`src/rtl/param_multiplier_top.sv`:
```
// Register-mapped shift-add multiplier (WIDTH x WIDTH -> 2*WIDTH) with busy/done status and interrupt.
// Build option MUL_SIGNED_EN enables the MODE register for two's-complement multiplication.
module param_multiplier_top #(
  parameter int WIDTH = 32
) (
  input  logic        clk,
  input  logic        reset_n,
  input  logic        S_sel,
  input  logic        S_wr,
  input  logic [7:0]  S_address,
  input  logic [31:0] S_din,
  output logic [31:0] S_dout,
  output logic        m_interrupt
);
  localparam int PW = 2 * WIDTH;

  typedef enum logic [1:0] {IDLE, EXEC, DONE} state_t;

  state_t                    state;
  logic        [WIDTH-1:0]   opa, opb;
  logic signed [WIDTH-1:0]   opa_s, opb_s;
  logic                      intr_en;
  logic                      mode;
  logic                      done;
  logic        [PW-1:0]      result;
  logic                      res_sgn;
  logic        [PW-1:0]      mcand;
  logic        [WIDTH-1:0]   mplier;
  logic        [PW-1:0]      acc;
  logic        [5:0]         cnt;
  logic                      neg;
  logic                      busy;
  logic                      wr;
  logic                      wr_start;
  logic                      wr_clear;
  logic                      sign_a, sign_b;
  logic        [63:0]        prod_ext;

  function automatic logic [WIDTH-1:0] magnitude(input logic [WIDTH-1:0] v, input logic is_neg);
    return is_neg ? (~v + WIDTH'(1)) : v;
  endfunction

  function automatic logic [PW-1:0] apply_sign(input logic [PW-1:0] p, input logic is_neg);
    return is_neg ? (~p + PW'(1)) : p;
  endfunction

  assign busy     = (state == EXEC);
  assign wr       = S_sel & S_wr;
  assign wr_start = wr && (S_address == 8'h05) && S_din[0];
  assign wr_clear = wr && (S_address == 8'h06) && S_din[0];
  assign opa_s    = opa;
  assign opb_s    = opb;
  assign sign_a   = mode && (opa_s < 0);
  assign sign_b   = mode && (opb_s < 0);

  // Configuration registers; operands and MODE are frozen while an operation runs.
  always_ff @(posedge clk or negedge reset_n) begin
    if (!reset_n) begin
      opa     <= '0;
      opb     <= '0;
      intr_en <= 1'b0;
    end else if (wr) begin
      if (S_address == 8'h00 && !busy) opa <= S_din[WIDTH-1:0];
      if (S_address == 8'h01 && !busy) opb <= S_din[WIDTH-1:0];
      if (S_address == 8'h04)          intr_en <= S_din[0];
    end
  end

`ifdef MUL_SIGNED_EN
  always_ff @(posedge clk or negedge reset_n) begin
    if (!reset_n)
      mode <= 1'b0;
    else if (wr && S_address == 8'h08 && !busy)
      mode <= S_din[0];
  end
`else
  assign mode = 1'b0;
`endif

  // Control FSM and shift-add datapath: magnitudes are multiplied, sign applied on the final edge.
  always_ff @(posedge clk or negedge reset_n) begin
    if (!reset_n) begin
      state   <= IDLE;
      done    <= 1'b0;
      result  <= '0;
      res_sgn <= 1'b0;
      mcand   <= '0;
      mplier  <= '0;
      acc     <= '0;
      cnt     <= '0;
      neg     <= 1'b0;
    end else if (wr_clear) begin
      state   <= IDLE;
      done    <= 1'b0;
      result  <= '0;
      res_sgn <= 1'b0;
    end else begin
      case (state)
        IDLE, DONE: begin
          if (wr_start) begin
            mcand  <= PW'(magnitude(opa, sign_a));
            mplier <= magnitude(opb, sign_b);
            neg    <= sign_a ^ sign_b;
            acc    <= '0;
            cnt    <= 6'(WIDTH);
            done   <= 1'b0;
            state  <= EXEC;
          end
        end
        EXEC: begin
          if (cnt != '0) begin
            if (mplier[0]) acc <= acc + mcand;
            mcand  <= mcand << 1;
            mplier <= mplier >> 1;
            cnt    <= cnt - 6'd1;
          end else begin
            result  <= apply_sign(acc, neg);
            res_sgn <= mode;
            done    <= 1'b1;
            state   <= DONE;
          end
        end
        default: state <= IDLE;
      endcase
    end
  end

  // RESULT is viewed as a 64-bit value, sign-extended only for signed-mode products.
  always_comb begin
    prod_ext         = {64{res_sgn & result[PW-1]}};
    prod_ext[PW-1:0] = result;
  end

  always_comb begin
    S_dout = '0;
    if (S_sel && !S_wr) begin
      case (S_address)
        8'h00:   S_dout = 32'(opa);
        8'h01:   S_dout = 32'(opb);
        8'h02:   S_dout = prod_ext[31:0];
        8'h03:   S_dout = prod_ext[63:32];
        8'h04:   S_dout = {31'b0, intr_en};
        8'h07:   S_dout = {30'b0, busy, done};
        8'h08:   S_dout = {31'b0, mode};
        default: S_dout = '0;
      endcase
    end
  end

  assign m_interrupt = done & intr_en;

endmodule

```
`config.mk`:
```
export PLATFORM = sky130hd
export DESIGN_NAME = param_multiplier_top
export DESIGN_NICKNAME = d
export VERILOG_FILES = /design/src/rtl/param_multiplier_top.sv
export SDC_FILE = /design/constraint.sdc
export NUM_CORES = 1
export LEC_CHECK = 0
export CAP_MARGIN = 20
export CELL_PAD_IN_SITES_DETAIL_PLACEMENT = 0
export CELL_PAD_IN_SITES_GLOBAL_PLACEMENT = 1
export CORE_ASPECT_RATIO = 0.5
export CORE_MARGIN = 2
export CORE_UTILIZATION = 47
export CTS_CLUSTER_DIAMETER = 100
export DETAILED_ROUTE_END_ITERATION = 10
export GPL_TIMING_DRIVEN = 1
export PLACE_DENSITY = 0.77
export SLEW_MARGIN = 15
export SYNTH_ARGS = -nofsm -noshare
export SYNTH_HDL_FRONTEND = slang
export SYNTH_SLANG_ARGS = --single-unit
```
`constraint.sdc`:
```
create_clock -name clk -period 4.5 [get_ports clk]
set_clock_uncertainty 0.2 [all_clocks]
set_input_delay 0.45 -clock clk [delete_from_list [all_inputs] [get_ports clk]]
set_output_delay 0.45 -clock clk [all_outputs]
set_load 0.01 [all_outputs]
```
==> metrics.txt, run 1 <==
Async SR Flop Fraction 100%; number of port buffers 76; GP Congestion 0.914; drt wl/cell 20.9 µm; Post-synth EDFFs 0; via count 14.1k; Startpoint Class primary input; DIE AREA 37000 µm²; Yosys reg bits 298; fraction of layout cells with a size suffix above 1 10.8%; vias in the first global route 13.5k; Hold Vio Cnt, Final 0; delay of the slowest critical-path stage 0.58 ns; synth cell count leaders 455 x nand2_1, 298 x dfrtp_1, 180 x a21oi_1; outcome finished, final reports clean; Synth area leaders dfrtp_1 45%, nand2_1 10%, mux2_2 6.2%; CTS tree built; Mapped Avg Cell Area 8.87 µm²; Core Rows 48; Setup CP Type in -> out; count of unique library cells instantiated by Yosys 81; worst path cell trace clkdlybuf4s50_1, or4_4, or3_1, nor3_2, buf_4, nand2_1, a21oi_1, clkdlybuf4s50_1; most numerous cell in the Yosys netlist nand2_1; Fmax 256 MHz; CP top delay family buffers and inverters; drc violations 0; crit end category primary output; Final Net Count 2008; crit path DAT 3.26 ns; post-route ant nets 0; RSZ-0062 raised after global routing false; Starting DRT DRC Count 1175; CTS Buf Count 29; LEAKAGE 0.00826 µW; post-DP HPWL 35500 µm; Worst IR Drop VDD 0.000201 V; Gates resized, CTS repair 0; I/O Pins 77; Clock transition at path regs 0.06 ns; WL final 50100 µm; P_int 4250 µW; Logic pwr share 4.3%; clk sinks 298; largest net degree at the start of global routing 113; Area Growth Syn to Fin 13.0%; ys flop type dfrtp_1; Pre-Repair DR Iteration Count 5; Hold Path Class reg -> reg; CTS H-tree lvls 1; CP max FO 28; fin crit share 86.8%; Seq/Total Area, Yosys 44.8%; CP most frequent cell clkdlybuf4s50_1; placed cells 2339; syn nets 1987; initial cell density of the core 48.0%; GRT Total Usage 27.2%; global route overflow 0; core area 34700 µm²; Syn Inst Count 1877; Synth Cell Area 16700 µm²; Power Density 295 nW/µm²; Final Slew Violations 0; die width 270 µm; area share of the largest cell type after synthesis 44.8%; setup TNS 0 ns; Psw 1290 µW; Slew headroom 26.8%; Buffers & Inverters on Critical Path 3; final std cells w/o fill 2395; YS warnings 0; antenna violations before repair 1; first-pass GRT wire length 78300 µm; CP required 3.85 ns; vias per std cell 5.87; clk buf depth 3; Max-cap violations 0; endpoints failing setup 0; Clock Power Share 45.7%; Slew @ Worst Pin 1.10 ns; slowest stage cell, crit path clkdlybuf4s50_1; die height 137 µm; latest clock arrival within the worst-skew pair 0.57 ns; Seq pwr share 50.0%; clock root cell clkbuf_16; fin crit period 3.91 ns; Synth area leader dfrtp_1; Sw Ratio 23.3%
-- routing by layer --
metal | track usage, % | wire [µm]
met5 | 0 | 0
met4 | 3.78 | 499
met2 | 39.6 | 20700
met1 | 41.6 | 25300
met3 | 6.53 | 3570
-- layout by cell type, fill, tap and decap left out, types with 5 or more instances in the layout --
| cell type | n |
|---|---|
| o21bai_1 | 11 |
| mux2_2 | 92 |
| nand2_1 | 455 |
| buf_4 | 25 |
| a22oi_1 | 29 |
| xor2_1 | 27 |
| clkdlybuf4s50_1 | 74 |
| or3_1 | 5 |
| a21oi_1 | 180 |
| nand4_1 | 17 |
| o21a_1 | 8 |
| dfrtp_1 | 298 |
| clkinv_2 | 7 |
| mux2_1 | 5 |
| nor2_1 | 111 |
| xnor2_1 | 33 |
| a211oi_1 | 6 |
| a21o_1 | 28 |
| nor3_1 | 11 |
| o211ai_1 | 7 |
| a31oi_1 | 74 |
| nand2b_1 | 7 |
| inv_1 | 23 |
| and2_1 | 11 |
| o21ai_1 | 5 |
| ha_1 | 65 |
| clkbuf_16 | 29 |
| o31ai_1 | 7 |
| and3_1 | 8 |
| o21ai_0 | 91 |
| nand3_1 | 46 |
| a22o_1 | 14 |
-- stage by stage --
stage / hold WS (ns) / power [µW] / worst slack (ns) / util, % / area [µm²]
after floorplan: -0.0456 / 2900 / 1.37 / - / 16700
after global placement: 0.276 / 3050 / 0.645 / 51.2 / 17800
after detailed placement: 0.285 / 3060 / 0.622 / 51.2 / 17800
after CTS: 0.299 / 5590 / 0.614 / 54.1 / 18800
after global routing: 0.321 / 5760 / 0.491 / 54.2 / 18800
final: 0.294 / 5550 / 0.592 / 54.2 / 18800
-- layout make-up --
cell class / instances / area (µm²)
diodes: 1 / 2.50
clock buffers: 34 / 785
clock inverters: 18 / 194
fillers: 3238 / 15900
inverters: 24 / 92.6
multi-input cells: 1438 / 8630
flip-flops and latches: 298 / 7460
well taps: 475 / 594
repair buffers: 107 / 1050
-- power by group through the flow --
stage	Sequential, µW	Clock, µW	Combinational [µW]
after floorplan	2800	0	98.0
after global routing	2780	2720	264
after detailed placement	2820	0	237
final	2770	2540	236
after global placement	2820	0	231
after CTS	2770	2590	239
-- worst register-to-register path: stages, from the launching register on --
cell and delay [ns]:
dfrtp_1 0.38, ha_1 0.21, inv_1 0.07, fa_1 0.40
and2b_1 0.27, o31ai_2 0.10, a211o_1 0.30, a211oi_1 0.48
o21ai_0 0.26, and2_1 0.22, o211ai_2 0.33, a21boi_0 0.17
xor2_1 0.16, o21ai_1 0.12
-- what timing repair did --
action	4_1_cts	5_1_grt
hold buffers	1	0
buffers inserted	0	0
endpoints found under the hold margin	96	0
-- registers in the layout (all words and copies together), names as in the netlist, 2 cells and up --
signal	flops
acc	64
mcand	64
prod_ext	64
mplier	32
opa	32
opb	32
cnt	6
state	2
-- path summary, 6_finish.rpt --
check                             start          to  slack (ns)  cells after the start
hold / removal                mcand[63]   mcand[63]        0.29                      2
setup reg to reg               mcand[0]     acc[46]        0.77                     13
max in group asynchronous       reset_n  mplier[30]        2.81                      3
setup / recovery           S_address[5]   S_dout[3]        0.59                      8
hold reg to reg               mcand[63]   mcand[63]        0.29                      2
min in group asynchronous       reset_n   mcand[45]        0.32                      2
-- cells by family after synthesis --
logic type | count (synthesis) | share of synthesized area [%]
xor gates and xnor gates | 60 | 3.16
and+or+nand+nor | 703 | 17.7
buffers and inverters | 141 | 3.53
adders and majority gates | 66 | 5.00
DFF | 298 | 44.8
muxes | 99 | 6.68
AOI/OAI and AO/OA | 510 | 19.1
Power figures use the tool's default switching activity.
==> inputs of run 2 (changes only) <==
--- a/config.mk
+++ b/config.mk
@@ -5,7 +5,6 @@
 export SDC_FILE = /design/constraint.sdc
 export NUM_CORES = 1
 export LEC_CHECK = 0
-export CAP_MARGIN = 20
 export CELL_PAD_IN_SITES_DETAIL_PLACEMENT = 0
 export CELL_PAD_IN_SITES_GLOBAL_PLACEMENT = 1
 export CORE_ASPECT_RATIO = 0.5
==> run 2 against run 1 <==
Effect of this change: sequential share of layout area rose by 0.069 points; cell area is 0.17% lower; final cell count about the same; sequential cell count is the same; combinational power is essentially flat; critical path depth stayed put; power about the same; fmax grew 0.20%; global-route usage did not move; largest power group unchanged.
==> metrics.txt, run 2 (synthesis gave the netlist of run 1 again) <==
r2r setup slk 0.79 ns (+0.02 ns); Power Density 295 nW/µm² (+0.21%); via count 14.1k (unchanged); fin crit share 86.7% (-0.17 points); die width 270 µm (unchanged); Hold Vio Cnt, Final 0 (unchanged); first-pass GRT wire length 78300 µm (unchanged); LEAKAGE 0.00824 µW (-0.21%); drc violations 0 (unchanged); clk buf depth 3 (unchanged); post-route ant nets 0 (unchanged); Starting DRT DRC Count 1216 (+3.5%); setup slack at placement 0.622 ns (unchanged); Slew @ Worst Pin 1.15 ns (+0.0552 ns); RSZ-0062 raised after global routing false; hold path startpoint mcand[63]; clk sinks 298 (unchanged); largest net degree at the start of global routing 113 (unchanged); latest clock arrival within the worst-skew pair 0.58 ns (about the same); fin crit period 3.90 ns (-0.00784 ns); Startpoint Class primary input; crit path DAT 3.25 ns (about the same); fraction of layout cells with a size suffix above 1 10.7% (-0.093 points); vias per std cell 5.88 (about the same); sink of the worst hold path mcand[63]; setup TNS 0 ns (unchanged); final setup margin 0.600 ns (+0.00784 ns); post-DP HPWL 35500 µm (unchanged); core area 34700 µm² (unchanged); GRT Total Usage 27.2% (unchanged); r2r startpoint mcand[29]; Post-CTS Setup Bufs 0 (unchanged); Reg2Reg Depth 11 (-2); Clock transition at path regs 0.06 ns (about the same); Worst IR Drop VDD 0.000203 V (+0.73%); CTS Buf Count 29 (unchanged); CTS Hold Bufs 1 (unchanged); r2r endpoint acc[57]; final design area excluding fillers 18800 µm² (-0.17%); CTS tree built; Core Rows 48 (unchanged); Final Net Count 2006 (-0.10%); CTS H-tree lvls 1 (unchanged); Setup CP Type in -> out; antenna violations before repair 1 (unchanged); number of port buffers 76 (unchanged); GP Congestion 0.914 (unchanged); most frequent cells in the layout 455 x nand2_1, 298 x dfrtp_1, 180 x a21oi_1; CP required 3.85 ns (about the same); Core Util, Final 54.1% (-0.094 points); placed inst area 17800 µm² (unchanged); Min-Delay Path Depth 2 (unchanged); commonest non-fill, non-tap cell in the layout nand2_1; drt wl/cell 21.0 µm (+0.22%); initial cell density of the core 48.0% (unchanged); CP max FO 28 (unchanged); crit end category primary output; Area Growth Syn to Fin 12.8%; Pre-Repair DR Iteration Count 5 (unchanged); die height 137 µm (unchanged); global route overflow 0 (unchanged); Final Power 5550 µW (about the same); Hold Path Class reg -> reg; Gates resized, CTS repair 0 (unchanged); I/O Pins 77 (unchanged); Final Slew Violations 0 (unchanged); Slew headroom 22.3% (-4.5 points); WL final 50200 µm (+0.13%); clock root cell clkbuf_16; fillcell total 3239 (+0.031%); Max-cap violations 0 (unchanged); vias in the first global route 13.5k (unchanged); endpoints failing setup 0 (unchanged); Fmax 256 MHz (+0.20%); DIE AREA 37000 µm² (unchanged); outcome finished, final reports clean
run 2: cell types whose count changed in the layout (fill, tap and decap cells not counted):
cell / delta
buf_16: -1
clkbuf_2: -1
run 2: worst max-delay path by stage:
stage                       from          to  slack (ns)  cells past startpoint
floorplan               mcand[0]     acc[60]        1.37                     13
CTS                 S_address[5]   S_dout[3]        0.61                      8
detailed placement  S_address[5]   S_dout[3]        0.62                      8
finish              S_address[5]   S_dout[3]        0.60                      8
global route        S_address[5]  S_dout[15]        0.49                      8
global placement    S_address[5]   S_dout[3]        0.65                      8
run 2: report_power, final:
| part | internal (µW) | switching, µW | total [µW] |
|---|---|---|---|
| registers | 2730 | 47.3 | 2770 |
| clock network | 1430 | 1110 | 2540 |
| logic | 97.6 | 138 | 236 |
| total | 4250 | 1300 | 5550 |
run 2: per-layer routing:
metal	track usage (%)	vias up	wire (µm)
met5	0	-	0
met4	3.78	0	493
met3	6.53	37	3530
met2	39.6	345	20800
met1	41.6	7045	25300
li1	-	6641	-
run 2: final cells by class:
class	count	area, µm²	area share, %
timing repair buffer	105	1020	5.42
clock buffer	34	785	4.18
multi-input combinational	1438	8630	46.0
antenna	1	2.50	0.0133
clock inverter	18	194	1.03
inverter	24	92.6	0.493
sequential	298	7460	39.7
tap	475	594	3.16
run 2: critical path, cell delays in order:
cell,delay [ns]
clkdlybuf4s50_1,0.40
or4_4,0.57
or3_1,0.40
nor3_2,0.19
buf_4,0.36
nand2_1,0.09
a21oi_1,0.18
clkdlybuf4s50_1,0.57
run 2: stage by stage:
stage	std cells	hold slack, ns
2_1_floorplan	1877	-0.0456
3_3_place_gp	2339	0.276
3_5_place_dp	2339	0.285
4_1_cts	2392	0.299
5_1_grt	2392	0.321
6_report	2393	0.295
